==> src/rtl/mc_resp_tx.sv <==
// Completion transmit path: queues MC-core completions and serialises them
// as header/data beats on the host response link.
module mc_resp_tx #(
  parameter int DEPTH = 4,
  parameter int AW    = 64,
  parameter int DW    = 64
) (
  input  logic          clk,
  input  logic          rstn,
  input  logic          cmp_valid,
  output logic          cmp_ready,
  input  logic [1:0]    cmp_type,
  input  logic [2:0]    cmp_ptr,
  input  logic [AW-1:0] cmp_addr,
  input  logic [DW-1:0] cmp_data,
  output logic          rsp_valid,
  input  logic          rsp_ready,
  output logic [1:0]    rsp_cmd,
  output logic [2:0]    rsp_tag,
  output logic [DW-1:0] rsp_data,
  output logic          rsp_last,
  output logic [7:0]    err_cnt
);

  localparam int PW = $clog2(DEPTH);

  typedef enum logic [1:0] {IDLE, HDR, DATA} state_t;

  state_t state;

  logic [1:0]    type_q [DEPTH];
  logic [2:0]    ptr_q  [DEPTH];
  logic [AW-1:0] addr_q [DEPTH];
  logic [DW-1:0] data_q [DEPTH];

  logic [PW-1:0] wr_ptr, rd_ptr, rd_nxt, ld_idx;
  logic [PW:0]   count;
  logic          legal, push, bad, pop, more;

  assign cmp_ready = (count != (PW+1)'(DEPTH));
  assign legal     = (cmp_type == 2'd1) || (cmp_type == 2'd2);
  assign push      = cmp_valid && cmp_ready && legal;
  assign bad       = cmp_valid && cmp_ready && !legal;

  // A response retires on its last beat: the header of a write ack, or the data beat of a read.
  assign pop    = rsp_valid && rsp_ready &&
                  (((state == HDR) && (rsp_cmd == 2'd1)) || (state == DATA));
  assign more   = (count > (PW+1)'(1));
  assign rd_nxt = rd_ptr + PW'(1);
  assign ld_idx = (state == IDLE) ? rd_ptr : rd_nxt;

  always_ff @(posedge clk) begin
    if (push) begin
      type_q[wr_ptr] <= cmp_type;
      ptr_q[wr_ptr]  <= cmp_ptr;
      addr_q[wr_ptr] <= cmp_addr;
      data_q[wr_ptr] <= cmp_data;
    end
  end

  always_ff @(posedge clk or negedge rstn) begin
    if (!rstn) begin
      wr_ptr <= '0;
      rd_ptr <= '0;
      count  <= '0;
    end else begin
      if (push) wr_ptr <= wr_ptr + PW'(1);
      if (pop)  rd_ptr <= rd_nxt;
      case ({push, pop})
        2'b10:   count <= count + (PW+1)'(1);
        2'b01:   count <= count - (PW+1)'(1);
        default: count <= count;
      endcase
    end
  end

  always_ff @(posedge clk or negedge rstn) begin
    if (!rstn) begin
      err_cnt <= '0;
    end else if (bad && (err_cnt != 8'hFF)) begin
      err_cnt <= err_cnt + 8'd1;
    end
  end

  // Next header comes from the entry behind the one being popped, so back-to-back responses have no bubble.
  always_ff @(posedge clk or negedge rstn) begin
    if (!rstn) begin
      state     <= IDLE;
      rsp_valid <= 1'b0;
      rsp_cmd   <= '0;
      rsp_tag   <= '0;
      rsp_data  <= '0;
      rsp_last  <= 1'b0;
    end else begin
      case (state)
        IDLE: begin
          if (count != '0) begin
            state     <= HDR;
            rsp_valid <= 1'b1;
            rsp_cmd   <= type_q[ld_idx];
            rsp_tag   <= ptr_q[ld_idx];
            rsp_data  <= DW'(addr_q[ld_idx]);
            rsp_last  <= (type_q[ld_idx] == 2'd1);
          end
        end
        HDR, DATA: begin
          if (rsp_ready) begin
            if ((state == HDR) && (rsp_cmd != 2'd1)) begin
              state    <= DATA;
              rsp_data <= data_q[rd_ptr];
              rsp_last <= 1'b1;
            end else if (more) begin
              state     <= HDR;
              rsp_valid <= 1'b1;
              rsp_cmd   <= type_q[ld_idx];
              rsp_tag   <= ptr_q[ld_idx];
              rsp_data  <= DW'(addr_q[ld_idx]);
              rsp_last  <= (type_q[ld_idx] == 2'd1);
            end else begin
              state     <= IDLE;
              rsp_valid <= 1'b0;
            end
          end
        end
        default: state <= IDLE;
      endcase
    end
  end

endmodule
==> config.mk <==
export PLATFORM = sky130hd
export DESIGN_NAME = mc_resp_tx
export DESIGN_NICKNAME = d
export VERILOG_FILES = /design/src/rtl/mc_resp_tx.sv
export SDC_FILE = /design/constraint.sdc
export NUM_CORES = 1
export LEC_CHECK = 0
export CAP_MARGIN = 10
export CELL_PAD_IN_SITES_DETAIL_PLACEMENT = 1
export CELL_PAD_IN_SITES_GLOBAL_PLACEMENT = 1
export CORE_MARGIN = 10
export CORE_UTILIZATION = 45
export DETAILED_ROUTE_END_ITERATION = 8
export PLACE_DENSITY_LB_ADDON = 0.15
export SETUP_SLACK_MARGIN = 0.5
export SYNTH_ARGS = -nofsm -noshare
export SYNTH_HDL_FRONTEND = slang
export SYNTH_SLANG_ARGS = --single-unit
==> constraint.sdc <==
create_clock -name clk -period 4.9 [get_ports clk]
set_input_delay 0.49 -clock clk [delete_from_list [all_inputs] [get_ports clk]]
set_output_delay 0.49 -clock clk [all_outputs]
set_load 0.005 [all_outputs]
# Word level (Yosys, flattened, before mapping)
# Memory sizes are Yosys's and may differ from the RTL's.
# Cells that the tools add are included.
word_totals:
  wordCells: 90
  n_memories: 4
  ram_bits: 532
  input_bits: 137
  out_inout_bits: 80
  ff_bits: 88
classes:
  n_mux: 34
  add_sub_neg: 5
  order_cmp: 1
  n_reduce_logical: 20
  eq_ne: 16
memory_table:
  columns: ["name", "depth", "word_bits", "read_ports", "rd_ports_with_merged_regs", "write_ports", "line_no", "text"]
  rows:
  - ["addr_q", 4, 64, 1, 0, 1, "33", "logic [AW-1:0] addr_q [DEPTH];"]
  - ["data_q", 4, 64, 1, 0, 1, "34", "logic [DW-1:0] data_q [DEPTH];"]
  - ["ptr_q", 4, 3, 1, 0, 1, "32", "logic [2:0] ptr_q [DEPTH];"]
  - ["type_q", 4, 2, 1, 0, 1, "31", "logic [1:0] type_q [DEPTH];"]
ops:
  columns: ["op", "n"]
  rows:
  - ["$mux 64", 4]
  - ["$pmux 64 s2", 1]
  - ["$mux 2", 8]
  - ["$mux 3", 4]
  - ["$pmux 3 s2", 2]
  - ["$mux 1", 11]
  - ["$eq 2x1->1 const B", 5]
  - ["$add 8x1->8 const B", 1]
  - ["$logic_and 1x1->1", 8]
  - ["$ne 8x8->1 const B", 1]
  - ["$pmux 2 s2", 2]
  - ["$reduce_and 4->1", 2]
  - ["$eq 2x2->1 const B", 3]
  - ["$ne 2x2->1 const B", 3]
  - ["$ne 3x3->1 const B", 2]
  - ["$reduce_and 5->1", 1]
  - ["$add 2x1->2 const B", 2]
  - ["$ne 2x1->1 const B", 2]
  - ["$pmux 1 s2", 2]
  - ["$reduce_bool 2->1", 2]
  - ["$add 3x1->3 const B", 1]
  - ["$gt 3x1->1 const B", 1]
  - ["$reduce_bool 3->1", 1]
  - ["$sub 3x1->3 const B", 1]
  - ["5 further kinds", 6]

# Depth between registers and ports, before layout
# Gate-level depths: netlist (run 1).
# An unclocked memory read counts as a cell.
depth:
  depth_word: 8
  ltp_mapped: 10
  mapped_depth_nobuf: 10

# Least setup slack after synthesis (run 1)
# No wires, ideal clock.
synth_path:
  path_kind: "reg-to-reg"
  startpoint: "reg count[0]"
  endpoint: "mem addr_q[0][0], enable pin"
  path_buffers: 0
  required_ps: 4392
  path_stages_with_launch: 7
  period_less_slack_ps: 4723
  path_slack_ps: 177
  arrival_time_ps: 4215
  setup_ps: 508
  path_cell_list: "dfrtp_1 -> inv_1 -> ha_1 -> nand2_1 -> nand2_1 -> nor2_1 -> and2_1"
synth_via:
  elab_chain_cells: 5
synth_rtl:
  columns: ["element", "line_no", "text"]
  rows:
  - ["from (decl)", "37", "logic [PW:0] count;"]
  - ["from (signal assigned)", "70", "2'b10: count <= count + (PW+1)'(1);"]
  - ["from (signal assigned)", "71", "2'b01: count <= count - (PW+1)'(1);"]
  - ["from (signal assigned)", "72", "default: count <= count;"]
  - ["$ne 3x3->1", "40", "assign cmp_ready = (count != (PW+1)'(DEPTH));"]
  - ["named net cmp_ready", "11", "output logic cmp_ready,"]
  - ["$logic_and 1x1->1 (2 in a row)", "42", "assign push = cmp_valid && cmp_ready && legal;"]
  - ["$mux 1", "53", "if (push) begin"]
  - ["$mux 1 (implied by the code)", "56", "addr_q[wr_ptr] <= cmp_addr;"]
  - ["to (decl)", "33", null]
# The timed path passes the listed nets, and every way through them passes these cells.

# Worst setup path in the final report (run 1)
layout_path:
  startpoint: "reg state[0]"
  endpoint: "reg rsp_cmd[0]"
layout_via:
  elab_chain_cells: 7
  elab_cells_between_ends: 18
  classes_between: "6 x eq/ne; 6 x mux; 5 x reduce/logical; 1 x memory"
layout_rtl:
  columns: ["element", "line_no", "text"]
  rows:
  - ["from (decl)", "29", "state_t state;"]
  - ["from (signal assigned)", "88", "state <= IDLE;"]
  - ["from (signal assigned)", "98", "state <= HDR;"]
  - ["from (signal assigned)", "109", "state <= DATA;"]
  - ["$logic_not 2->1", "50, 95", null]
  - ["$mux 2", "50", "assign ld_idx = (state == IDLE) ? rd_ptr : rd_nxt;"]
  - ["$mem_v2 4x2", null, null]
  - ["$mux 2", "112", "end else if (more) begin"]
  - ["$mux 2", "108", "if ((state == HDR) && (rsp_cmd != 2'd1)) begin"]
  - ["$mux 2", "107", "if (rsp_ready) begin"]
  - ["$pmux 2 s2", "95", "case (state)"]
  - ["to (signal assigned)", "100", "rsp_cmd <= type_q[ld_idx];"]
  - ["to (signal assigned)", "115", "rsp_cmd <= type_q[ld_idx];"]
  - ["to (decl)", "18", "output logic [1:0] rsp_cmd,"]
# Several ways; a longest one is shown, not always the timed one. The select of a mux whose other input is x is not followed.
# A chain may end at the register's enable or synchronous reset.

==> results.json, run 1 <==
{
  "status": "complete, no violations",
  "rsz0062_at_grt": "false",
  "place_hpwl_um": 39000,
  "dp.cells": 2297,
  "max_cap_viol_count": 0,
  "fin_tns_setup_ns": 0,
  "swShare_pct": 33.2,
  "cts_max_level": 3,
  "die_width_um": 257,
  "pwr-share-seq_pct": 36.1,
  "netlist_area_um2": 25200,
  "dieArea_um2": 65900,
  "area_growth_pct": 20.2,
  "cp_slowest_stage_delay_ns": 0.57,
  "antenna_found_initial": 4,
  "yosysUniqueCellTypes": 43,
  "fin_crit_sh_pct": 65.3,
  "wire_per_inst_um": 27.9,
  "synthTopCellsByCount": "edfxtp_1, o22ai_1, mux2_2",
  "port_buffers": 216,
  "ys_ff_latch": 620,
  "core_um2": 55300,
  "clock_path_buffers": 3,
  "synth_area_leaders": "edfxtp_1, dfrtp_1, mux4_2, mux2_2, o22ai_1",
  "firstDrtPassIters": 5,
  "hold_buffers": 0,
  "finalNetCount": 1771,
  "ys.flop_type": "edfxtp_1",
  "finClkSkew_ns": 0.0203,
  "wirelength_um": 67500,
  "die_h_um": 257,
  "clk_latency_ns": 0.60,
  "grt_max_degree": 80,
  "cp_max_fo": 55,
  "ir_drop_uv": 540,
  "synth_largest_area_cell": "edfxtp_1",
  "maxSlewViolCount": 0,
  "grt_pass1_wl_um": 102000,
  "m1WireLength_um": 28700,
  "comb_power_share_pct": 38.6,
  "p_leak_uw": 0.0100,
  "finalWeightedCongestion": 0.736,
  "cts_resized": 0,
  "slew_headroom_pct": 23.2,
  "post-cts-setup-buffer-count": 0,
  "r2r_end": "rsp_cmd[0]",
  "grt-ovfl-total": 0,
  "nFillCells": 5027,
  "vias_per_cell": 5.97,
  "cts_tree": "done",
  "async_flop_share_pct": 14.2,
  "finalSetupViolCount": 0,
  "p_sw_uw": 6670,
  "avgSynthCellArea_um2": 17.8,
  "worstMarginPinSlew_ns": 1.15,
  "clkTransAtPathRegs_ns": 0.06,
  "max_freq_mhz": 313,
  "crit_arrival_ns": 3.66,
  "postRouteAntennaNets": 0,
  "pin_count": 217,
  "yosysWarnings": 0,
  "numCtsBuffers": 69,
  "path_buf_inv": 1,
  "cp-end-kind": "register",
  "start_util_pct": 45.6,
  "grt_pass1_vias": 15900,
  "routed.top_layer": "met4",
  "hold_viol_final": 0,
  "vias": 14500,
  "fin_cells": 2423,
  "synthCells": 1414,
  "intPower_uw": 13400,
  "utilization_pct": 54.8,
  "cp-start-kind": "register",
  "slowest_stage": "ha_4",
  "ff2ff_setup_slack_ns": 1.70,
  "grt_use_total_pct": 20.2,
  "cts-root-buf": "clkbuf_16",
  "clock_sinks": 620,
  "r2r_cells": 6,
  "power_uw": 20100,
  "drt_iter0_markers": 996,
  "crit_type": "register to register",
  "ys_seq_area_share_pct": 72.1,
  "crit_family": "simple AND/OR/NAND/NOR gates",
  "wl_met3_um": 3690,
  "rows": 86,
  "power.density_nw_per_um2": 663,
  "synth_top_area_share_pct": 63.4,
  "wl_met2_um": 33700,
  "synth.most_common_cell": "edfxtp_1",
  "drc": 0,
  "min_path_type": "primary input to asynchronous set/reset pin",
  "fin_crit_ns": 3.20,
  "drive_gt1_share_pct": 20.2,
  "synth_enable_flop_cells": 532,
  "worstReg2RegStart": "state[0]",
  "clkPwrFrac_pct": 25.2,
  "syn-num-nets": 1565,
  "required_ns": 5.37,
  "path_cells": "inv_1, ha_4, nand2b_4, and2_1, mux4_2, mux2_1"
}
[state kept, by name, summed over array words and instances (netlist names)]
register and cells:
rsp_data 64, data_q 256, rsp_valid 1, rsp_last 1, state 2, addr_q 256, rsp_cmd 2, wr_ptr 2
rd_ptr 2, err_cnt 8, ptr_q 12, rsp_tag 3, count 3, type_q 8
[metrics by stage]
| stage | hold slack, ns | instance area [um^2] | setup WS, ns |
|---|---|---|---|
| 4_1_cts | 0.0498 | 30300 | 1.68 |
| 3_5_place_dp | 0.492 | 28100 | 1.55 |
| 3_3_place_gp | 0.490 | 28100 | 1.72 |
| 6_report | 0.0168 | 30300 | 1.70 |
| 5_1_grt | 0.0708 | 30300 | 1.56 |
| 2_1_floorplan | 0.194 | 25200 | 1.64 |
[cell type report]
class,count,area (um^2),share of cell area [%]
diodes,3,7.51,0.0248
clock buffers,103,2000,6.60
flip-flops and latches,620,18200,60.0
repair buffers,245,2480,8.17
inverters,13,48.8,0.161
multi-input cells,671,6450,21.3
well taps,748,936,3.09
clock inverters,20,205,0.677
[cell families after synthesis]
kind of cell / after synthesis / synth area share [%]
compound gates: 400 / 10.7
xor+xnor: 15 / 0.521
fa+ha+maj: 14 / 0.695
buf+inv: 123 / 2.59
flops: 620 / 72.1
mux: 204 / 12.7
simple gates: 38 / 0.739
[power by group through the flow]
stage / logic (uW) / clock network, uW / registers, uW
after detailed placement: 7800 / 0 / 7380
after global routing: 8340 / 5400 / 7370
after global placement: 7600 / 0 / 7340
final: 7770 / 5070 / 7270
after floorplan: 5400 / 0 / 7100
after CTS: 7850 / 5190 / 7290
[per-layer routing]
layer  vias up  GRT usage, %
li1       6267             -
met3        85          3.72
met5         -             0
met1      7681          26.2
met4         0          6.92
met2       428          33.7
[how the worst max path moves through the flow]
stage                           start             to  slack [ns]  depth (start not counted)
after floorplan              count[0]   addr_q[0][0]        1.64                          6
after global placement    cmp_type[1]  data_q[2][11]        1.72                          5
after detailed placement  cmp_type[1]  data_q[2][12]        1.55                          5
after CTS                    state[0]     rsp_cmd[0]        1.68                          6
after global routing         state[0]     rsp_cmd[0]        1.56                          6
final                        state[0]     rsp_cmd[0]        1.70                          6
[cell usage in the layout (no fill, tap or decap), drive strengths merged, types with 3 or more instances in the layout]
master / count
inv: 13
and2: 5
diode: 3
a22o: 64
mux2: 134
bufinv: 4
o221ai: 64
xor2: 5
dfrtp: 88
clkdlybuf4s50: 215
o22ai: 130
a21oi: 65
clkinvlp: 5
xnor2: 10
nand2b: 5
nor2: 7
mux4: 69
nand3: 5
a31oi: 3
clkbuf: 103
edfxtp: 532
nand2: 11
clkinv: 11
ha: 14
buf: 30
o21ai: 66
[worst register-to-register path, cell delays in order (launching register included)]
cell      delay (ns)
dfrtp_1         0.41
inv_1           0.13
ha_4            0.57
nand2b_4        0.61
and2_1          0.46
mux4_2          0.57
mux2_1          0.30
Note: power is estimated with default switching activity, not from simulation.
==> inputs of run 2 (changes only) <==
clock period = 2.9 ns   (was 4.9 ns; I/O delays follow)
==> run 2 against run 1 <==
Against the previous run:
- power increased by 75%
- clock-buffer cell count fell by 6
- clock skew increased by 0.0065 ns
- clock power rose by 68%
==> results.json, run 2 (same netlist as run 1, synthesis figures left out) <==
{
  "antenna_found_initial": 9,
  "die_width_um": 257,
  "final_cell_mix": "edfxtp_1, clkdlybuf4s50_1, o22ai_1",
  "cts_max_level": 3,
  "hold_viol_final": 0,
  "worstReg2RegStart": "state[0]",
  "grt_pass1_wl_um": 103000,
  "fin_crit_ns": 2.33,
  "p_leak_uw": 0.0103,
  "place_hpwl_um": 39700,
  "fin_tns_setup_ns": 0,
  "hold_slack_ns": 0.318,
  "power.density_nw_per_um2": 1140,
  "grt_max_degree": 77,
  "finalSetupViolCount": 0,
  "max_cap_viol_count": 0,
  "endpoint": "rsp_data[63]",
  "wire_per_inst_um": 28.6,
  "status": "complete, no violations",
  "intPower_uw": 23400,
  "crit_arrival_ns": 2.80,
  "grt_pass1_vias": 16200,
  "p_sw_uw": 11800,
  "fin_area_um2": 31000,
  "rows": 86,
  "clkPwrFrac_pct": 24.1,
  "clock_sinks": 620,
  "numCtsBuffers": 68,
  "pin_count": 217,
  "layout_commonest_cell": "edfxtp_1",
  "area_growth_pct": 22.9,
  "slew_headroom_pct": 26.5,
  "crit_path_start": "state[0]",
  "nFillCells": 5020,
  "comb_power_share_pct": 41.5,
  "finClkSkew_ns": 0.0268,
  "drive_gt1_share_pct": 22.2,
  "clkTransAtPathRegs_ns": 0.06,
  "slowest_stage": "dfrtp_1",
  "reg_top3": "addr_q (256), data_q (256), rsp_data (64)",
  "finalNetCount": 1809,
  "ff2ff_setup_slack_ns": 0.57,
  "start_util_pct": 45.6,
  "dpl_cell_area_um2": 28600,
  "vias_per_cell": 6.02,
  "grt-ovfl-total": 0,
  "firstDrtPassIters": 7,
  "core_um2": 55300,
  "cp-end-kind": "register",
  "min_path_type": "primary input to register",
  "vias": 14800,
  "ir_drop_uv": 918,
  "cp_max_fo": 17,
  "maxSlewViolCount": 0,
  "worstMarginPinSlew_ns": 1.10,
  "cp-start-kind": "register",
  "crit_type": "register to register",
  "postRouteAntennaNets": 0,
  "fin_crit_sh_pct": 80.2,
  "cp_slowest_stage_delay_ns": 0.40,
  "drc": 0,
  "max_freq_mhz": 430,
  "clk_latency_ns": 0.61,
  "power_uw": 35200,
  "required_ns": 3.37,
  "wirelength_um": 70600,
  "ff_latch_area_um2": 18200,
  "grt_use_total_pct": 20.5,
  "rsz0062_at_grt": "false",
  "r2r_end": "rsp_data[63]",
  "path_cells": "inv_1, ha_4, inv_1, o22ai_4, o21bai_2, a31oi_4, buf_12, clkbuf_16, mux2_2",
  "pwr-share-seq_pct": 34.3,
  "cts_tree": "done",
  "multi_input_area_um2": 6490,
  "drt_iter0_markers": 1035,
  "swShare_pct": 33.6,
  "dieArea_um2": 65900,
  "r2r_cells": 9,
  "clock_path_buffers": 3,
  "finalWeightedCongestion": 0.732,
  "cts-root-buf": "clkbuf_16",
  "port_buffers": 216,
  "cp_common_cell": "inv_1",
  "die_h_um": 257
}
[run 2: cell count changes in the layout (fill, tap and decap cells not counted), sizes merged, moves of 3 or more]
cell,change
clkbuf,-3
buf,+33
clkinvlp,-4
inv,+3
clkinv,+9
[run 2: worst min-delay path by stage]
stage	to	cells past startpoint	slack, ns	from
2_1_floorplan	count[0]	0	-0.006	rstn
3_3_place_gp	rsp_data[61]	1	0.43	rstn
3_5_place_dp	rsp_data[59]	1	0.43	rstn
4_1_cts	data_q[2][26]	1	0.30	cmp_data[26]
5_1_grt	data_q[2][26]	1	0.31	cmp_data[26]
6_report	data_q[2][26]	1	0.32	cmp_data[26]
[run 2: timing repair]
action / 4_1_cts / 5_1_grt
gates cloned: 0 / 5
pin swaps: 0 / 2
hold buffers: 1 / 0
setup buffers: 0 / 10
setup endpoints to repair: 14 / 69
gates resized for setup: 1 / 5
endpoints found under the hold margin: 39 / 0
[run 2: power groups by stage]
stage	Sequential (uW)	Clock (uW)	Combinational, uW
5_1_grt	12200	9050	15600
3_3_place_gp	12200	0	13500
6_report	12100	8500	14600
4_1_cts	12100	8660	13900
3_5_place_dp	12300	0	13800
2_1_floorplan	12000	0	9150
[run 2: critical path, delay by kind of cell, from the launching register on]
family                     cells  cell delay [ns]
muxes                          1             0.35
AOI/OAI and AO/OA              3             0.55
buffers and inverters          4             0.65
adders and majority gates      1             0.23
DFF                            1             0.40
[run 2: layer usage]
layer	up-vias	part of all wire, %	GRT usage, %
li1	6374	-	-
met1	7946	42	25.9
met2	419	50	35.1
met3	89	5.6	4.09
met4	10	1.9	6.03
met5	-	0.088	0
[run 2: cell type report]
type	count	area share [%]
timing repair buffer	282	10.1
clock buffer	97	6.11
multi-input combinational	673	20.9
antenna	4	0.0323
inverter	13	0.162
clock inverter	29	0.933
sequential	620	58.7
tap	748	3.02
[run 2: through the flow]
stage	worst slack [ns]	std cells	utilization, %
3_5_place_dp	0.482	2320	51.6
2_1_floorplan	0.509	1414	-
4_1_cts	0.463	2447	55.6
5_1_grt	0.495	2464	56.0
6_report	0.574	2466	56.0
3_3_place_gp	0.547	2320	51.6
